<file path="src/rtl/cpu_pkg.sv">
// Shared CPU package: memory geometry, instruction width, the NOP encoding,
// the default reset PC and the major opcodes used by decode.
package cpu_pkg;

  localparam int          IMEM_ADDR_W = 10;
  localparam int          INSTR_W     = 32;
  localparam int unsigned RESET_PC    = 0;

  localparam logic [INSTR_W-1:0] NOP_INSTR = 32'h0;

  // Major opcodes (instr[6:0]) consumed by decode.
  localparam logic [6:0] OPC_LUI    = 7'b0110111;
  localparam logic [6:0] OPC_AUIPC  = 7'b0010111;
  localparam logic [6:0] OPC_JAL    = 7'b1101111;
  localparam logic [6:0] OPC_JALR   = 7'b1100111;
  localparam logic [6:0] OPC_BRANCH = 7'b1100011;
  localparam logic [6:0] OPC_LOAD   = 7'b0000011;
  localparam logic [6:0] OPC_STORE  = 7'b0100011;
  localparam logic [6:0] OPC_OP_IMM = 7'b0010011;
  localparam logic [6:0] OPC_OP     = 7'b0110011;

endpackage

</file>
<file path="src/rtl/sat_counter.sv">
// Saturating up-counter: counts inc pulses and sticks at all-ones.
// Ports: clk, reset (sync, active high), inc, count[WIDTH-1:0].
module sat_counter #(
  parameter int WIDTH = 16
) (
  input  logic             clk,
  input  logic             reset,
  input  logic             inc,
  output logic [WIDTH-1:0] count
);

  always_ff @(posedge clk) begin
    if (reset)
      count <= '0;
    else if (inc && (count != '1))
      count <= count + 1'b1;
  end

endmodule

</file>
<file path="src/rtl/fetch_stage.sv">
// Instruction-fetch stage: owns the PC, addresses the combinational
// instruction memory and captures the returned word into IF/ID.
// Edge priority: reset > redirect > stall > advance.
// Ports:
//   clk, reset            clock, sync active-high reset
//   stall                 hold PC and IF/ID
//   redirect_valid/_pc    taken branch/jump target (bits [1:0] ignored)
//   imem_addr/imem_data   instruction memory port (imem_addr == pc)
//   if_id_*               IF/ID register outputs
//   fetch_cnt/stall_cnt   saturating bring-up counters
module fetch_stage #(
  parameter int          ADDR_W   = cpu_pkg::IMEM_ADDR_W,
  parameter int unsigned RESET_PC = cpu_pkg::RESET_PC,
  parameter int          CNT_W    = 16
) (
  input  logic                        clk,
  input  logic                        reset,
  input  logic                        stall,
  input  logic                        redirect_valid,
  input  logic [ADDR_W-1:0]           redirect_pc,
  output logic [ADDR_W-1:0]           imem_addr,
  input  logic [cpu_pkg::INSTR_W-1:0] imem_data,
  output logic [cpu_pkg::INSTR_W-1:0] if_id_instr,
  output logic [ADDR_W-1:0]           if_id_pc,
  output logic [ADDR_W-1:0]           if_id_pc_plus4,
  output logic                        if_id_valid,
  output logic [CNT_W-1:0]            fetch_cnt,
  output logic [CNT_W-1:0]            stall_cnt
);
  import cpu_pkg::*;

  logic [ADDR_W-1:0] pc;
  logic [ADDR_W-1:0] pc_plus4;
  logic              advance;
  logic              stall_hold;
  logic              unused_redirect_lsbs;

  // Wraps modulo 2^ADDR_W by width truncation.
  assign pc_plus4  = pc + ADDR_W'(4);
  assign imem_addr = pc;

  // Redirect beats stall, so a stalled cycle only counts when no redirect.
  assign advance    = !reset && !redirect_valid && !stall;
  assign stall_hold = !reset && !redirect_valid &&  stall;

  // Targets are forced word-aligned; the low bits are deliberately dropped.
  assign unused_redirect_lsbs = ^redirect_pc[1:0];

  always_ff @(posedge clk) begin
    if (reset) begin
      pc             <= ADDR_W'(RESET_PC);
      if_id_instr    <= NOP_INSTR;
      if_id_pc       <= '0;
      if_id_pc_plus4 <= '0;
      if_id_valid    <= 1'b0;
    end else if (redirect_valid) begin
      // One bubble: the instruction at the old PC is squashed.
      pc             <= {redirect_pc[ADDR_W-1:2], 2'b00};
      if_id_instr    <= NOP_INSTR;
      if_id_pc       <= '0;
      if_id_pc_plus4 <= '0;
      if_id_valid    <= 1'b0;
    end else if (!stall) begin
      pc             <= pc_plus4;
      if_id_instr    <= imem_data;
      if_id_pc       <= pc;
      if_id_pc_plus4 <= pc_plus4;
      if_id_valid    <= 1'b1;
    end
  end

  sat_counter #(.WIDTH(CNT_W)) u_fetch_cnt (
    .clk   (clk),
    .reset (reset),
    .inc   (advance),
    .count (fetch_cnt)
  );

  sat_counter #(.WIDTH(CNT_W)) u_stall_cnt (
    .clk   (clk),
    .reset (reset),
    .inc   (stall_hold),
    .count (stall_cnt)
  );

endmodule

</file>
<file path="config.mk">
export PLATFORM = sky130hd
export DESIGN_NAME = fetch_stage
export DESIGN_NICKNAME = d
export VERILOG_FILES = /design/src/rtl/cpu_pkg.sv /design/src/rtl/sat_counter.sv /design/src/rtl/fetch_stage.sv
export SDC_FILE = /design/constraint.sdc
export NUM_CORES = 1
export LEC_CHECK = 0
export ABC_CLOCK_PERIOD_IN_PS = 5300
export CORE_ASPECT_RATIO = 1.75
export CORE_UTILIZATION = 30
export CTS_CLUSTER_SIZE = 10
export DETAILED_ROUTE_END_ITERATION = 8
export PLACE_DENSITY = 0.68
export SYNTH_ARGS = -nofsm -noshare
export SYNTH_HDL_FRONTEND = slang
export SYNTH_HIERARCHICAL = 1
export SYNTH_SLANG_ARGS = --single-unit
</file>
<file path="constraint.sdc">
create_clock -name clk -period 5.3 [get_ports clk]
set_input_delay 1.06 -clock clk [delete_from_list [all_inputs] [get_ports clk]]
set_output_delay 1.06 -clock clk [all_outputs]
set_load 0.01 [all_outputs]
</file>
==> impl_metrics.ini <==
[layout]
stdcell_count = 734
drive_gt1_share_pct = 5.86
fillers = 1249
area_delta_synth_final_pct = 42.2
regArea_um2 = 1780
diodes = 0
fin_nets = 607
multi_input_area_um2 = 2040
fin_util_pct = 44.2
design_area_um2 = 5750

[placed_design]
placed_cell_area_um2 = 5410
routabilityCongestion = 0.827
hpwl_mm = 7.53
place_ws_ns = 1.54
port-buffer-count = 132
dp.cells = 718

[global_routing]
grt_pass1_wl_mm = 17.4
grt_max_degree = 58
antenna_found_initial = 0
first_global_vias = 3546
grt-ovfl-total = 0
grt.total_usage_pct = 15.2

[routing]
ant_nets = 0
dr_total_vias = 3695
drt_iter0_markers = 97
vias_per_cell = 5.03
finalWirelength_mm = 10.6
detail_route.wl_per_cell_um = 14.4
drt-pass1-iter-count = 4
drc = 0

[pwr]
internal_power_mw = 1.20
switching_share_pct = 23.1
p_switching_uw = 361
finalPower_mw = 1.56
power_frac_seq_pct = 45.1
leakage_nw = 2.06
ir_drop_mv = 0.128
powerDensity_nw_per_um2 = 272
p_comb_share_pct = 9.4
pwr-share-clk_pct = 45.6

[synth]
synth_cells = 439
ys_top_cells_by_area = dfxtp_1 44%, mux2i_1 9.9%, nor2_1 5.5%
ys_warn_count = 6
yosys.cell_count.top_type = dfxtp_1
synth_cell_types = 49
synth_top_area_cell = dfxtp_1
synth_edf_count = 0
ys_async_sr_fraction_pct = 0
syn_area_um2 = 4040
synth_top_area_share_pct = 44.1
synth_common_cells = 89 x dfxtp_1, 59 x nor2_1, 40 x mux2i_1
yosysSeqAreaShare_pct = 44.1
syn_area_per_cell_um2 = 9.20
yosys_most_used_dff = dfxtp_1
synth_seq_cells = 89

[critical_path]
r2r-start = u_fetch_cnt/count[0]
r2r-end = u_fetch_cnt/count[11]
worstPathRequired_ns = 5.53
crit_chain = clkdlybuf4s50_1 -> or2_1 -> nor2_1 -> nand2_1 -> nor4bb_1 -> mux2_2
ff2ff_path_depth = 5
rrSetupSlack_ns = 3.27
startpoint_type = primary input
crit_path_end_kind = flip-flop
arrival_ns = 3.60
slowest_stage = clkdlybuf4s50_1
critPathKind = primary input to flip-flop
path_max_fanout = 12
critPathMaxStageDelay_ns = 0.66

[worst_hold_path]
hold_end = if_id_valid
hold_path_startpoint = if_id_valid
hold_path_depth = 1
hp-class = flip-flop to flip-flop

[run]
maxCapViolations = 0

[timing]
fin_setup_tns_ns = 0
tightest_slew_ns = 0.824
finalSetupViolCount = 0
min_period_over_period_pct = 63.7
clock.fmax_ghz = 0.296
fin_crit_ns = 3.38
relSlewSlack_pct = 44.7
rsz0062_at_grt = no
setup_ws_ns = 1.92
slew_viol_final = 0
finalHoldViolCount = 0
clock_skew_ns = 0.0117
whs_ns = 0.467

[clock_network]
path_clk_slew_ns = 0.07
clock-root-buffer = clkbuf_16
cts_buffer_depth = 2
cts_hold_buf = 0
numCtsBuffers = 9
cts_tree = yes
cts.sinks = 89
clk_latency_ns = 0.34
post_cts_resized = 0
cts.repair_timing.setup_buffer_count = 0
h-tree-depth = 3

[die]
fp-row-count = 55
die_area_um2 = 14000
io_pins = 141
core-area_um2 = 13000
initial_core_util_pct = 31.1
fp.dieH_um = 156
die_w_um = 89.7

[outcome]
status = complete, no violations
## power groups by stage
stage / clock network, mW / registers, mW / logic (mW)
final: 0.712 / 0.704 / 0.146
after global routing: 0.763 / 0.706 / 0.160
after CTS: 0.733 / 0.704 / 0.148
after detailed placement: 0 / 0.719 / 0.148
after global placement: 0 / 0.718 / 0.146
after floorplan: 0 / 0.721 / 0.0738
## flip-flops by register name, summed over array words and instances, names as in the netlist
name               cells
if_id_instr           32
if_id_pc               8
if_id_pc_plus4         8
if_id_valid            1
imem_addr              8
u_fetch_cnt/count     16
u_stall_cnt/count     16
## cell families (layout without fill, tap and decap cells)
kind of cell / Yosys count / after routing / synth area share [%]
buf+inv: 42 / 161 / 5.88
xor+xnor: 9 / 9 / 1.95
compound gates: 78 / 78 / 12.1
mux: 42 / 42 / 10.5
simple gates: 175 / 175 / 24.5
fa+ha+maj: 3 / 3 / 0.929
other cells: 1 / 6 / 0.0928
flops: 89 / 89 / 44.1
## cell type report
| cell class | count | area share [%] |
|---|---|---|
| well taps | 171 | 3.72 |
| clock inverters | 6 | 1.68 |
| inverters | 10 | 0.653 |
| flip-flops and latches | 89 | 31.0 |
| multi-input cells | 313 | 35.5 |
| clock buffers | 10 | 4.16 |
| repair buffers | 135 | 23.3 |
## how the worst max path moves through the flow
stage / from / end / slack, ns
2_1_floorplan: redirect_valid / u_stall_cnt/count[7] / 2.36
3_3_place_gp: redirect_valid / u_stall_cnt/count[11] / 1.59
3_5_place_dp: redirect_valid / u_stall_cnt/count[11] / 1.54
4_1_cts: redirect_valid / u_stall_cnt/count[11] / 1.91
5_1_grt: redirect_valid / u_stall_cnt/count[11] / 1.73
6_report: redirect_valid / u_stall_cnt/count[11] / 1.92
## per-layer routing
layer,share of wire [%],up-vias,global-route usage (%)
met2,53,103,27.5
li1,-,1816,-
met3,4.9,19,3.42
met5,0,-,0
met1,40,1757,16.8
met4,2.4,0,6.87
## critical path: cells and delay by family
kind,cells,cell delay [ns]
multiplexers,1,0.37
AND/OR/NAND/NOR,4,1.51
buffers and inverters,1,0.66
## cells in the final DEF, fill, tap and decap left out, types with 8 or more instances in the layout
cell | Yosys | final
and4_1 | 8 | 8
nand2_1 | 18 | 18
clkbuf_16 | 0 | 9
o21ai_0 | 18 | 18
nor2b_1 | 9 | 9
mux2i_1 | 40 | 40
nor2_1 | 59 | 59
a21oi_1 | 27 | 27
nand3_1 | 13 | 13
or3_1 | 11 | 11
dfxtp_1 | 89 | 89
nand4_1 | 8 | 8
or4_1 | 15 | 15
o31ai_1 | 12 | 12
clkdlybuf4s50_1 | 0 | 131
nor3_1 | 11 | 11
inv_1 | 9 | 9
Power figures use the tool's default switching activity.
